**src/rtl/msgdma_sink_fifo_if.sv**
```systemverilog
// rtl/msgdma_sink_fifo_if.sv - stream in/out and status window signals of the sink FIFO
interface msgdma_sink_fifo_if;
    logic        snk_valid;
    logic [31:0] snk_data;
    logic        snk_eop;
    logic        snk_ready;
    logic        out_valid;
    logic [31:0] out_data;
    logic        out_last;
    logic        out_ready;
    logic [1:0]  address;
    logic [31:0] readdata;

    modport slave (
        input  snk_valid, snk_data, snk_eop, out_ready, address,
        output snk_ready, out_valid, out_data, out_last, readdata
    );

    modport master (
        output snk_valid, snk_data, snk_eop, out_ready, address,
        input  snk_ready, out_valid, out_data, out_last, readdata
    );
endinterface

```
**src/rtl/msgdma_sink_fifo.sv**
```systemverilog
// rtl/msgdma_sink_fifo.sv - show-ahead FIFO between mSGDMA stream source and CORDIC, with status counters
module msgdma_sink_fifo #(
    parameter int DEPTH  = 16,
    parameter int ADDR_W = $clog2(DEPTH)
) (
    input  logic                   clk,
    input  logic                   aclr_n,
    input  logic                   clr,
    msgdma_sink_fifo_if.slave      bus
);
    localparam logic [ADDR_W:0] FULL_CNT = (ADDR_W + 1)'(DEPTH);

    logic [32:0]       mem_q [DEPTH];
    logic [ADDR_W-1:0] wr_ptr_q, rd_ptr_q;
    logic [ADDR_W:0]   count_q, count_d;
    logic              in_pkt_q;
    logic [31:0]       word_cnt_q, pkt_cnt_q, stall_cnt_q;
    logic [31:0]       readdata_q, readdata_d;

    logic full, empty, push, pop, stall;

    assign full  = (count_q == FULL_CNT);
    assign empty = (count_q == '0);

    assign bus.snk_ready = !full && !clr;
    assign bus.out_valid = !empty;
    assign {bus.out_last, bus.out_data} = mem_q[rd_ptr_q];
    assign bus.readdata  = readdata_q;

    // clr blocks push through snk_ready; pop is gated here so clear always wins
    assign push  = bus.snk_valid && bus.snk_ready;
    assign pop   = bus.out_valid && bus.out_ready && !clr;
    assign stall = bus.snk_valid && !bus.snk_ready;

    always_comb begin
        count_d = count_q;
        case ({push, pop})
            2'b10:   count_d = count_q + 1'b1;
            2'b01:   count_d = count_q - 1'b1;
            default: count_d = count_q;
        endcase
    end

    always_comb begin
        readdata_d = '0;
        case (bus.address)
            2'd0:    readdata_d = {13'b0, in_pkt_q, full, empty, 7'b0, 9'(count_q)};
            2'd1:    readdata_d = word_cnt_q;
            2'd2:    readdata_d = pkt_cnt_q;
            default: readdata_d = stall_cnt_q;
        endcase
    end

    always_ff @(posedge clk) begin
        if (push) begin
            mem_q[wr_ptr_q] <= {bus.snk_eop, bus.snk_data};
        end
    end

    always_ff @(posedge clk or negedge aclr_n) begin
        if (!aclr_n) begin
            wr_ptr_q    <= '0;
            rd_ptr_q    <= '0;
            count_q     <= '0;
            in_pkt_q    <= 1'b0;
            word_cnt_q  <= '0;
            pkt_cnt_q   <= '0;
            stall_cnt_q <= '0;
            readdata_q  <= '0;
        end else begin
            readdata_q <= readdata_d;
            if (clr) begin
                wr_ptr_q    <= '0;
                rd_ptr_q    <= '0;
                count_q     <= '0;
                in_pkt_q    <= 1'b0;
                word_cnt_q  <= '0;
                pkt_cnt_q   <= '0;
                stall_cnt_q <= '0;
            end else begin
                count_q <= count_d;
                if (push) begin
                    wr_ptr_q   <= wr_ptr_q + 1'b1;
                    word_cnt_q <= word_cnt_q + 1'b1;
                    in_pkt_q   <= !bus.snk_eop;
                end
                if (pop) begin
                    rd_ptr_q <= rd_ptr_q + 1'b1;
                    if (bus.out_last) begin
                        pkt_cnt_q <= pkt_cnt_q + 1'b1;
                    end
                end
                if (stall && (stall_cnt_q != 32'hFFFF_FFFF)) begin
                    stall_cnt_q <= stall_cnt_q + 1'b1;
                end
            end
        end
    end
endmodule

```
**src/flat_wrapper.sv**
```systemverilog
// flat-port wrapper written by rule: the top's interface ports become plain ports
module msgdma_sink_fifo_flat 
#(
    parameter int DEPTH  = 16,
    parameter int ADDR_W = $clog2(DEPTH)
)
  (clk, aclr_n, clr, bus_snk_valid, bus_snk_data, bus_snk_eop, bus_out_ready, bus_address, bus_snk_ready, bus_out_valid, bus_out_data, bus_out_last, bus_readdata);
  msgdma_sink_fifo_if bus_i ();
  input  logic clk;
  input  logic aclr_n;
  input  logic clr;
  input wire logic [$bits(bus_i.snk_valid)-1:0] bus_snk_valid;
  input wire logic [$bits(bus_i.snk_data)-1:0] bus_snk_data;
  input wire logic [$bits(bus_i.snk_eop)-1:0] bus_snk_eop;
  input wire logic [$bits(bus_i.out_ready)-1:0] bus_out_ready;
  input wire logic [$bits(bus_i.address)-1:0] bus_address;
  output wire logic [$bits(bus_i.snk_ready)-1:0] bus_snk_ready;
  output wire logic [$bits(bus_i.out_valid)-1:0] bus_out_valid;
  output wire logic [$bits(bus_i.out_data)-1:0] bus_out_data;
  output wire logic [$bits(bus_i.out_last)-1:0] bus_out_last;
  output wire logic [$bits(bus_i.readdata)-1:0] bus_readdata;
  assign bus_i.snk_valid = bus_snk_valid;
  assign bus_i.snk_data = bus_snk_data;
  assign bus_i.snk_eop = bus_snk_eop;
  assign bus_i.out_ready = bus_out_ready;
  assign bus_i.address = bus_address;
  assign bus_snk_ready = bus_i.snk_ready;
  assign bus_out_valid = bus_i.out_valid;
  assign bus_out_data = bus_i.out_data;
  assign bus_out_last = bus_i.out_last;
  assign bus_readdata = bus_i.readdata;
  msgdma_sink_fifo #(.DEPTH(DEPTH), .ADDR_W(ADDR_W)) u_core (.clk(clk), .aclr_n(aclr_n), .clr(clr), .bus(bus_i));
endmodule
```
**config.mk**
```make
export PLATFORM = sky130hd
export DESIGN_NAME = msgdma_sink_fifo_flat
export DESIGN_NICKNAME = d
export VERILOG_FILES = /design/src/rtl/msgdma_sink_fifo_if.sv /design/src/rtl/msgdma_sink_fifo.sv /design/src/flat_wrapper.sv
export SDC_FILE = /design/constraint.sdc
export NUM_CORES = 1
export LEC_CHECK = 0
export BUFFER_PORTS_ARGS = -buffer_cell sky130_fd_sc_hd__buf_2
export CAP_MARGIN = 10
export CORE_MARGIN = 5
export CORE_UTILIZATION = 65
export CTS_CLUSTER_SIZE = 16
export DETAILED_ROUTE_END_ITERATION = 6
export PLACE_DENSITY = 0.83
export SYNTH_ARGS = -nofsm -noshare
export SYNTH_HDL_FRONTEND = slang
export SYNTH_SLANG_ARGS = --single-unit
```
**constraint.sdc**
```tcl
create_clock -name clk -period 7.6 [get_ports clk]
set_clock_uncertainty 0.1 [all_clocks]
set_input_delay 0.38 -clock clk [delete_from_list [all_inputs] [get_ports clk]]
set_output_delay 0.38 -clock clk [all_outputs]
set_load 0.01 [all_outputs]
```
==> flow_summary.toml <==
[synthesis]
async_flop_share_pct = 21.2
synth_edf_count = 528
ys.flop_type = "edfxtp_1"
synth_area_sq_mm = 0.0276
yosysWarnings = 0
synth_area_leaders = "edfxtp_1 (58%), dfrtp_1 (13%), mux4_2 (6.0%)"
syn_nets = 1785
yosys.area.top_type = "edfxtp_1"
avgSynthCellArea_sq_um = 15.9
synth_top_area_share_pct = 57.5
synth_cells = 1735
synth_seq_cells = 670
synth_cell_type_count = 64
yosysSeqAreaShare_pct = 70.4

[clocking]
htreeDepth = 3
numCtsBuffers = 67
post_cts_buffers = 0
clk_pin_slew_worst_paths_ps = 60
cts.sinks = 670
cts_tree = "yes"
cts_buffer_depth = 3
clock_latency_ps = 610
clockRootBuffer = "clkbuf_16"

[detailed_routing]
finalWirelength_mm = 64.9
via_count = 16400
dr.pass1.iters = 7
routed_via_density = 6.77
drc = 1
wl_per_cell_um = 26.7
drtAntennaViolNets = 0
drt_iter0_drc = 2206

[timing]
worst_slack_ps = 3250
slew-limit-headroom_pct = 11.2
finalSetupTns_ps = 0
tightest_slew_ps = 1330
min_period_ps = 4350
rsz0062_at_grt = "false"
finalHoldViolCount = 0
fmax_mhz = 230
setup_violations = 0
final_max_slew_viol_count = 0
final.period_utilization_pct = 57.3

[pwr]
seq_power_share_pct = 47.1
power.switching_mw = 2.30
p_clk_share_pct = 36.7
ir_drop_mv = 0.272
swShare_pct = 25.9
combPwrFrac_pct = 16.3
internal_power_mw = 6.58
power_density_mw_per_mm2 = 289
cellLeakagePower_nw = 10.7

[floorplanning]
die_area_sq_mm = 0.0466
die_h_um = 216
rows = 75
top_level_ports = 107
initial_utilization_pct = 65.7
core-area_sq_mm = 0.0419
dieWidth_um = 216

[worst_setup_path]
cp-end-kind = "primary output"
cp-start-kind = "flip-flop"
worstSetupPathType = "reg -> out"
arrival_ps = 3870
cp.required_ps = 7120
crit_fanout = 44

[cells_and_area]
drive_above_1_share_pct = 19.9
nets = 1884
syn_to_final_growth_pct = 11.6
final_area_sq_mm = 0.0307

[job]
cap_violations = 0

[global_routing]
grt_pass1_wl_mm = 99.7
grt_max_degree = 97
gr-total-overflow = 0
grt_usage_pct = 28.0
grt_pass1_vias = 17000
antenna_found_initial = 2

[outcome]
status = "finished with violations"
violations = "DRC"

[placed_design]
place_hpwl_mm = 34.6
gp_congestion = 0.859
dp_slack_ps = 3830
portBuffers = 106
dpl_cell_area_sq_mm = 0.0286

[worst_hold_path]
hold_path.class = "in -> reg"
[power groups by stage]
stage / Sequential [mW] / Combinational [mW] / Clock, mW
detailed placement: 4.25 / 1.42 / 0
global placement: 4.24 / 1.39 / 0
global route: 4.19 / 1.54 / 3.46
finish: 4.18 / 1.45 / 3.26
CTS: 4.18 / 1.45 / 3.29
floorplan: 4.15 / 1.10 / 0
[state kept, by name, indices dropped and copies added, names as in the netlist]
name and cells:
u_core.rd_ptr_q 4, u_core.pkt_cnt_q 32, u_core.stall_cnt_q 32, u_core.mem_q 528
u_core.word_cnt_q 32, u_core.in_pkt_q 1, u_core.wr_ptr_q 4, u_core.count_q 5
u_core.bus.readdata 32
[metal layers]
metal,vias up,wire length (um),part of all wire [%],global-route usage [%]
met2,992,32800,50,46.7
met5,-,0,0,0
met4,0,2350,3.6,10.6
met3,187,5800,8.9,5.89
li1,6970,-,-,-
met1,8286,24000,37,36.9
[cell usage in the layout (no fill, tap or decap), types with 4 or more instances in the layout]
cell and n:
edfxtp_1 528, dfrtp_1 139, nand2_1 129, mux2i_1 122, buf_2 105, nor2_1 87, mux4_2 74, o21ai_0 72
clkbuf_16 69, xnor2_1 54, mux2_2 45, a21oi_1 42, nand3_1 39, a22oi_1 33, a221oi_1 32, a22o_1 25
nor3_1 22, nor4_1 21, nand4_1 21, buf_4 19, xor2_1 16, and3_1 15, inv_1 13, and2_2 13
clkbuf_1 13, clkinv_1 12, and4_1 12, ha_1 10, clkinv_2 10, or3_1 6, nor4b_1 6, nor3b_1 6
bufinv_16 6, clkinvlp_4 5, and3_2 4, or4_1 4
[worst paths after layout]
check	startpoint	end	slack, ps	cells after the start
setup / recovery	u_core.rd_ptr_q[1]$_DFFE_PN0P_	bus_out_data[22]	3250	7
hold / removal	bus_snk_data[12]	u_core.mem_q[6][12]$_DFFE_PP_	50	1
setup reg to reg	u_core.rd_ptr_q[3]$_DFFE_PN0P_	u_core.pkt_cnt_q[31]$_DFFE_PN0P_	4190	7
hold reg to reg	u_core.word_cnt_q[31]$_DFFE_PN0P_	u_core.word_cnt_q[31]$_DFFE_PN0P_	390	1
max in group asynchronous	aclr_n	u_core.rd_ptr_q[1]$_DFFE_PN0P_	5830	3
min in group asynchronous	aclr_n	u_core.bus.readdata[13]$_DFF_PN0_	360	2
[synthesized netlist by cell type (all sizes together) (21+ instances only)]
cell type    n
a21oi       42
a221oi      32
a22o        26
a22oi       33
buf         36
clkbuf      61
dfrtp      142
edfxtp     528
mux2        47
mux2i      122
mux4        75
nand2      129
nand3       39
nand4       21
nor2        87
nor3        24
nor4        23
o21ai       74
xnor2       54
[per-stage QoR]
stage          std cells  power [mW]  util, %  hold WS [ps]
6_report            2427        8.88     73.3          48.4
5_1_grt             2426        9.20     73.3          34.9
4_1_cts             2424        8.92     73.3          28.7
3_5_place_dp        2303        5.67     68.1           379
3_3_place_gp        2303        5.63     68.1           369
2_1_floorplan       1735        5.25        -         -15.6
[worst max-delay path, cell delays in order, from the launching register on]
cell and delay [ps]:
dfrtp_4 910, buf_4 520, and2_2 480, buf_4 530, a221oi_1 230, a22oi_1 300, nand2_1 120, buf_2 160
[final cells by class]
type / instances / area (sq um)
Antenna cell: 3 / 7.51
Clock buffer: 82 / 1780
Clock inverter: 38 / 377
Fill cell: 2424 / 11200
Inverter: 14 / 52.6
Multi-Input combinational cell: 954 / 7740
Sequential cell: 670 / 19400
Tap cell: 539 / 674
Timing Repair Buffer: 127 / 709
[cells by family (layout without fill, tap and decap cells)]
kind of cell | Yosys count | count (layout) | share of synthesized area, %
AO/OA/AOI/OAI | 230 | 230 | 5.57
XOR/XNOR | 70 | 70 | 2.22
adder cells (fa/ha/maj) | 10 | 10 | 0.454
buffers and inverters | 111 | 261 | 1.64
flip-flops | 670 | 670 | 70.4
multiplexers | 244 | 244 | 12.5
other | 0 | 3 | 0
AND/OR/NAND/NOR | 400 | 400 | 7.18
[what timing repair did]
| item | CTS | global route |
|---|---|---|
| endpoints found under the setup margin | 0 | 0 |
| hold buffers | 1 | 0 |
| endpoints found under the hold margin | 95 | 0 |
| resized for setup | 0 | 0 |
Note: power is estimated with default switching activity, not from simulation.
